**src/rtl/fetch_unit_pkg.sv**
```systemverilog
// fetch_unit_pkg: shared jump codes, NOP word and fetch FSM state encoding
package fetch_unit_pkg;
    localparam logic [1:0]  JMP_BEQ  = 2'b00;
    localparam logic [1:0]  JMP_BNE  = 2'b01;
    localparam logic [1:0]  JMP_J    = 2'b10;
    localparam logic [1:0]  JMP_NONE = 2'b11;
    localparam logic [31:0] INST_NOP = 32'h0;
    typedef enum logic [1:0] {
        ST_FETCH   = 2'd0,
        ST_HOLD    = 2'd1,
        ST_DISCARD = 2'd2
    } fetch_state_t;
endpackage

```
**src/rtl/fetch_unit_if.sv**
```systemverilog
// fetch_unit_if: instruction-memory req/ack bus (req, addr out of fetch; ack, rdata back from memory)
interface fetch_unit_if #(parameter int PC_W = 32);
    logic            req;
    logic [PC_W-1:0] addr;
    logic            ack;
    logic [31:0]     rdata;
    modport master (output req, addr, input ack, rdata);
    modport slave  (input req, addr, output ack, rdata);
endinterface

```
**src/rtl/fetch_unit_branch_resolve.sv**
```systemverilog
// fetch_unit_branch_resolve: decides whether the ID-stage branch/jump redirects fetch
// Ports: stall, id_valid, id_jump_ctl, id_cmp_eq in; taken out (never while stalled)
module fetch_unit_branch_resolve
    import fetch_unit_pkg::*;
(
    input  logic       stall,
    input  logic       id_valid,
    input  logic [1:0] id_jump_ctl,
    input  logic       id_cmp_eq,
    output logic       taken
);
    assign taken = !stall && id_valid &&
                   ((id_jump_ctl == JMP_BEQ && id_cmp_eq) ||
                    (id_jump_ctl == JMP_BNE && !id_cmp_eq) ||
                    id_jump_ctl == JMP_J);
endmodule

```
**src/rtl/fetch_unit.sv**
```systemverilog
// fetch_unit: instruction-fetch stage owning pc, imem handshake, skid and IF/ID register
// Ports: clk, rst; imem (req/addr/ack/rdata master); stall and ID branch resolution in;
//        ifid_inst, ifid_pc_plus4, ifid_valid out (registered only)
module fetch_unit
    import fetch_unit_pkg::*;
#(
    parameter int              PC_W     = 32,
    parameter logic [PC_W-1:0] RESET_PC = '0
) (
    input  logic              clk,
    input  logic              rst,
    fetch_unit_if.master      imem,
    input  logic              stall,
    input  logic              id_valid,
    input  logic [1:0]        id_jump_ctl,
    input  logic              id_cmp_eq,
    input  logic [PC_W-1:0]   id_target,
    output logic [31:0]       ifid_inst,
    output logic [PC_W-1:0]   ifid_pc_plus4,
    output logic              ifid_valid
);
    fetch_state_t    state, state_d;
    logic            taken;
    logic [PC_W-1:0] pc, pc_plus4, disc_addr, skid_pc_plus4;
    logic [31:0]     skid_inst;

    fetch_unit_branch_resolve u_branch_resolve (
        .stall       (stall),
        .id_valid    (id_valid),
        .id_jump_ctl (id_jump_ctl),
        .id_cmp_eq   (id_cmp_eq),
        .taken       (taken)
    );

    assign pc_plus4 = pc + PC_W'(4);

    always_ff @(posedge clk) begin
        if (rst) state <= ST_FETCH;
        else     state <= state_d;
    end

    always_comb begin
        state_d = state;
        case (state)
            ST_FETCH:   state_d = taken ? (imem.ack ? ST_FETCH : ST_DISCARD)
                                        : (imem.ack && stall ? ST_HOLD : ST_FETCH);
            ST_HOLD:    state_d = stall ? ST_HOLD : ST_FETCH;
            ST_DISCARD: state_d = imem.ack ? ST_FETCH : ST_DISCARD;
            default:    state_d = ST_FETCH;
        endcase
    end

    // A redirected-but-unanswered request keeps its old address until the ack is absorbed
    always_comb begin
        imem.req  = !rst && state != ST_HOLD;
        imem.addr = state == ST_DISCARD ? disc_addr : pc;
    end

    always_ff @(posedge clk) begin
        if (rst) begin
            pc            <= RESET_PC;
            disc_addr     <= RESET_PC;
            skid_inst     <= INST_NOP;
            skid_pc_plus4 <= '0;
            ifid_inst     <= INST_NOP;
            ifid_pc_plus4 <= '0;
            ifid_valid    <= 1'b0;
        end else if (taken) begin
            // Redirect wins over any word arriving or waiting in the skid
            pc         <= id_target;
            ifid_inst  <= INST_NOP;
            ifid_valid <= 1'b0;
            if (state == ST_FETCH) disc_addr <= pc;
        end else if (state == ST_FETCH && imem.ack) begin
            pc <= pc_plus4;
            if (stall) begin
                skid_inst     <= imem.rdata;
                skid_pc_plus4 <= pc_plus4;
            end else begin
                ifid_inst     <= imem.rdata;
                ifid_pc_plus4 <= pc_plus4;
                ifid_valid    <= 1'b1;
            end
        end else if (state == ST_FETCH && !stall) begin
            // Decode moves on with no new word: hand it a bubble so nothing is re-issued
            ifid_inst  <= INST_NOP;
            ifid_valid <= 1'b0;
        end else if (state == ST_HOLD && !stall) begin
            ifid_inst     <= skid_inst;
            ifid_pc_plus4 <= skid_pc_plus4;
            ifid_valid    <= 1'b1;
        end
    end
endmodule

```
**src/flat_wrapper.sv**
```systemverilog
// flat-port wrapper written by rule: the top's interface ports become plain ports
module fetch_unit_flat import fetch_unit_pkg::*;
#(
    parameter int              PC_W     = 32,
    parameter logic [PC_W-1:0] RESET_PC = '0
)
  (clk, rst, stall, id_valid, id_jump_ctl, id_cmp_eq, id_target, ifid_inst, ifid_pc_plus4, ifid_valid, imem_req, imem_addr, imem_ack, imem_rdata);
  fetch_unit_if #(.PC_W(PC_W)) imem_i ();
  input  logic clk;
  input  logic rst;
  input  logic stall;
  input  logic id_valid;
  input  logic [1:0] id_jump_ctl;
  input  logic id_cmp_eq;
  input  logic [PC_W-1:0] id_target;
  output logic [31:0] ifid_inst;
  output logic [PC_W-1:0] ifid_pc_plus4;
  output logic ifid_valid;
  output wire logic [$bits(imem_i.req)-1:0] imem_req;
  output wire logic [$bits(imem_i.addr)-1:0] imem_addr;
  input wire logic [$bits(imem_i.ack)-1:0] imem_ack;
  input wire logic [$bits(imem_i.rdata)-1:0] imem_rdata;
  assign imem_req = imem_i.req;
  assign imem_addr = imem_i.addr;
  assign imem_i.ack = imem_ack;
  assign imem_i.rdata = imem_rdata;
  fetch_unit #(.PC_W(PC_W), .RESET_PC(RESET_PC)) u_core (.clk(clk), .rst(rst), .imem(imem_i), .stall(stall), .id_valid(id_valid), .id_jump_ctl(id_jump_ctl), .id_cmp_eq(id_cmp_eq), .id_target(id_target), .ifid_inst(ifid_inst), .ifid_pc_plus4(ifid_pc_plus4), .ifid_valid(ifid_valid));
endmodule
```
**config.mk**
```make
export PLATFORM = sky130hd
export DESIGN_NAME = fetch_unit_flat
export DESIGN_NICKNAME = d
export VERILOG_FILES = /design/src/rtl/fetch_unit_pkg.sv /design/src/rtl/fetch_unit_if.sv /design/src/rtl/fetch_unit_branch_resolve.sv /design/src/rtl/fetch_unit.sv /design/src/flat_wrapper.sv
export SDC_FILE = /design/constraint.sdc
export NUM_CORES = 1
export LEC_CHECK = 0
export BUFFER_PORTS_ARGS = -buffer_cell sky130_fd_sc_hd__buf_2
export CAP_MARGIN = 10
export CORE_AREA = 2 2 145 147
export CTS_CLUSTER_SIZE = 12
export DETAILED_ROUTE_END_ITERATION = 12
export DIE_AREA = 0 0 147 149
export PLACE_DENSITY = 0.7
export SLEW_MARGIN = 20
export SYNTH_ARGS = -nofsm -noshare
export SYNTH_HDL_FRONTEND = slang
export SYNTH_SLANG_ARGS = --single-unit
```
**constraint.sdc**
```tcl
create_clock -name clk -period 2.7 [get_ports clk]
set_input_delay 0.675 -clock clk [delete_from_list [all_inputs] [get_ports clk]]
set_output_delay 0.675 -clock clk [all_outputs]
set_load 0.02 [all_outputs]
```
==> summary by stage <==
Run status
The flow ran to the end, and the final reports show no timing, DRC or antenna violations.

Setup path
The capturing element type of the critical path is an output pin. STA classifies the critical path startpoint as a flop. The worst setup path is of the flop to output pin kind.

The largest fanout on the critical path is 34. The worst-case register-to-register setup slack is 0.49 ns. The required time at the worst-slack endpoint is 2.03 ns. STA puts the critical path data arrival time at 1.91 ns.

The worst reg2reg path startpoint is u_core.pc[2]$_SDFFE_PP0P_. The logic depth of the worst register-to-register path is 6. In this run the worst setup path begins at u_core.state[1]$_SDFF_PP0_. The destination of the worst register-to-register timing path is u_core.pc[12]$_SDFFE_PP0P_.

Drt
For this block, the via count after detailed routing is 7,948. The number of remaining DRC errors is 0. Once detail routing completed, the nets flagged for antenna violations numbered 0.

The final wirelength is 23.97 mm. The violation count after the first detailed-routing iteration is 674. After detailed routing, the average wire length per cell comes to 16.23 um. The first-pass iteration count of the detailed router is 5. The via count normalized by instance count is 5.381.

Flow run
The total of max-cap violations is 0.

Place
Routability-driven placement finished with a final weighted congestion of 0.8650. The post-placement worst setup slack is 0.1853 ns. The cell count after placement is 1,442. The sum of net half-perimeters after detailed placement is 16.38 mm. The number of I/O port buffers is 169.

Clocking
The number of hold buffers added after CTS was 0. Buffers added to address setup during post-CTS repair amount to 0. The H-tree was split into 4 levels. The buffer depth of the longest clock path is 2. The total number of clock tree sinks is 195.

The total clock buffers created by CTS is 17. The buffer cell driving the clock tree root is clkbuf_16. The number of gates resized after CTS was 0.

TritonCTS built the clock tree. The clock-pin slew of the registers on the worst-case setup and hold paths is 0.08 ns. The insertion delay to the later sink of the worst-skew pair is 0.44 ns.

Timing
The worst max-slew margin expressed relative to the limit is 0.5530. The share of the clock period used by the worst path after layout is 0.9578. The fmax is 386.7 MHz. The final worst slack is 0.1140 ns. The worst-case clock skew is 0.01195 ns. The setup TNS after final layout is 0 ns. The clock period minus worst slack is 2.586 ns. The count of pins over their slew limit was 0. For the pin with the worst max-slew slack, the measured transition is 0.6653 ns. Setup repair after global routing left no endpoint under its margin. The setup violation total in the final timing report is 0. The hold violation count in the final report is 0.

Logic synthesis
Synthesis handed over a netlist of 1,065 instances. The synthesized design contains 195 register bits. By area the synthesized netlist is led by dfxtp_1 44%, nand2_1 7.8%, a21oi_1 5.5%.

The synthesized area divided by synthesized cell count is 8.325 um^2. The count of cell types in the netlist is 53. The post-synthesis instance area is 8866 um^2. The number of enable-type register cells in the synthesized netlist is 0. The count of synthesis-stage warnings from yosys is 0. The leading register cell type out of synthesis is dfxtp_1. When the netlist entered floorplanning its net count stood at 1,138.

The share of flip-flops with an asynchronous set or reset after synthesis is 0. The cell type contributing the most total cell area after synthesis is dfxtp_1. The share of the Yosys chip area taken by registers is 0.4403.

The area fraction of the dominant cell type after synthesis is 0.4403.

Min path
The min-delay analysis places its worst path in the category flop to flop. Along the worst hold path, the cell count comes to 2. The endpoint of the worst hold path is u_core.ifid_pc_plus4[7]$_SDFFE_PP0P_. In this run the most critical hold path is launched from u_core.ifid_pc_plus4[7]$_SDFFE_PP0P_.

Global route
The initial antenna violation count is 2. The met2 usage is 0.3209. The total routing usage reported by global routing is 0.2149. The first global-routing pass estimated 38.18 mm of wire. The total congestion overflow is 0. The via count of the first global-routing pass is 7,259. met2 is the most crowded layer. For this run, global-route usage on met1 was measured as 0.3131. The pin count of the biggest net entering global routing is 50. For this run, global-route usage on met3 was measured as 0.04006.

Final layout
Once layout is complete, the utilization of the core stands at 0.5164. The fraction of layout instances using a drive strength above 1 is 0.2444. The final net count is 1,259. The filler cells instantiated in the layout total 1,987. The area growth from synthesis to layout is 19.74%. The sequential cell area is 3904 um^2. The total area of multi-input combinational cells is 4491 um^2. The post-route non-filler standard cell count is 1,477.

Pwr
The power per cell area is 630.0 nW/um^2. The design draws 6.688 mW. The peak supply drop is 0.3828 mV. The leakage power of the design is 4.127 nW.

Floorplanning
The full die area is 21,900 um^2. The number of primary I/O pins is 170. The die span in x is 147 um.

The core region is 20,560 um^2. The starting density of the core is 0.4313. Measured along the y axis, the die boundary spans 149 um. The floorplan has 53 rows.
## worst max path at each step
stage                                  to  cells past startpoint  slack [ns]
2_1_floorplan                    imem_req                      4        0.43
3_3_place_gp   u_core.pc[21]$_SDFFE_PP0P_                      6        0.21
3_5_place_dp   u_core.pc[21]$_SDFFE_PP0P_                      6        0.19
4_1_cts                      imem_addr[3]                      5        0.11
5_1_grt                      imem_addr[2]                      5        0.03
6_report                     imem_addr[2]                      5        0.11
## report_power, final
part | internal, mW | leakage, nW | switching (mW) | total, mW
Combinational | 0.351 | 2.23 | 0.587 | 0.937
Clock | 1.28 | 0.303 | 1.34 | 2.62
Sequential | 3.02 | 1.59 | 0.114 | 3.14
## cells in the mapped netlist (10+ instances only)
library cell,count
xnor2_1,35
clkbuf_1,57
nand3_1,16
and3_1,14
a21oi_1,97
nor2_1,119
nor4_1,11
o21ai_0,10
buf_2,32
nor3_1,53
a211oi_1,46
mux2_2,30
dfxtp_1,195
nand2_1,185
xor2_1,17
a221oi_1,31
## kinds of logic after synthesis
family                   after synthesis  share of synthesized area
AO/OA/AOI/OAI                        225                     0.1679
XOR/XNOR                              52                    0.05137
adder cells (fa/ha/maj)                1                   0.001411
buffers and inverters                110                    0.05659
flip-flops                           195                     0.4403
multiplexers                          30                    0.03810
AND/OR/NAND/NOR                      452                     0.2443
## metrics by stage
stage	hold WS, ns	cell area, um^2
after floorplan	0.4312	8866
after global placement	0.4370	9982
after detailed placement	0.4414	9982
after CTS	0.4451	10610
after global routing	0.4593	10610
final	0.4479	10620
## flip-flops by register name, summed over array words and instances (netlist names)
| register | count |
|---|---|
| u_core.ifid_valid | 1 |
| u_core.pc | 32 |
| u_core.ifid_inst | 32 |
| u_core.ifid_pc_plus4 | 32 |
| u_core.disc_addr | 32 |
| u_core.skid_pc_plus4 | 32 |
| u_core.state | 2 |
| u_core.skid_inst | 32 |
## critical path, cell delays in order, from the launching register on
cell and delay, ns:
dfxtp_1 0.42, inv_1 0.11, nor2_2 0.16, buf_12 0.22, mux2_2 0.39, buf_2 0.16
## layout by cell type, fill, tap and decap left out, types with 3 or more instances in the layout
cell type and count:
o211ai_1 8, dfxtp_1 195, inv_1 4, nand3_1 16, buf_4 33, o21ai_0 9, nor4_4 6, inv_8 4
nor3_1 53, nor4_1 11, inv_6 3, buf_2 168, or3_1 3, and3_1 14, diode_2 3, buf_12 7
nand3b_1 8, nand4b_1 4, xnor2_1 35, a221oi_1 31, a21oi_1 97, clkinv_8 7, and2_1 3, clkbuf_16 17
a211oi_1 46, nand2_1 185, and4_1 8, a211oi_2 3, o22ai_1 8, mux2_2 30, o41ai_1 4, a211o_1 6
nand2b_1 3, a311oi_1 5, nand4_1 8, xor2_1 17, nor2_1 116
## routing by layer
layer	part of all wire	vias up
li1	-	3979
met1	0.48	3718
met2	0.45	224
met3	0.050	27
met4	0.020	0
met5	0	-
## area by class of cell
cell class | instances | area share
multi-input cells | 760 | 0.4230
flip-flops and latches | 195 | 0.3677
repair buffers | 208 | 0.1157
clock buffers | 17 | 0.04007
well taps | 275 | 0.03241
clock inverters | 15 | 0.01897
inverters | 4 | 0.001414
diodes | 3 | 0.0007071
No activity file was read; power rests on OpenSTA's default activity.
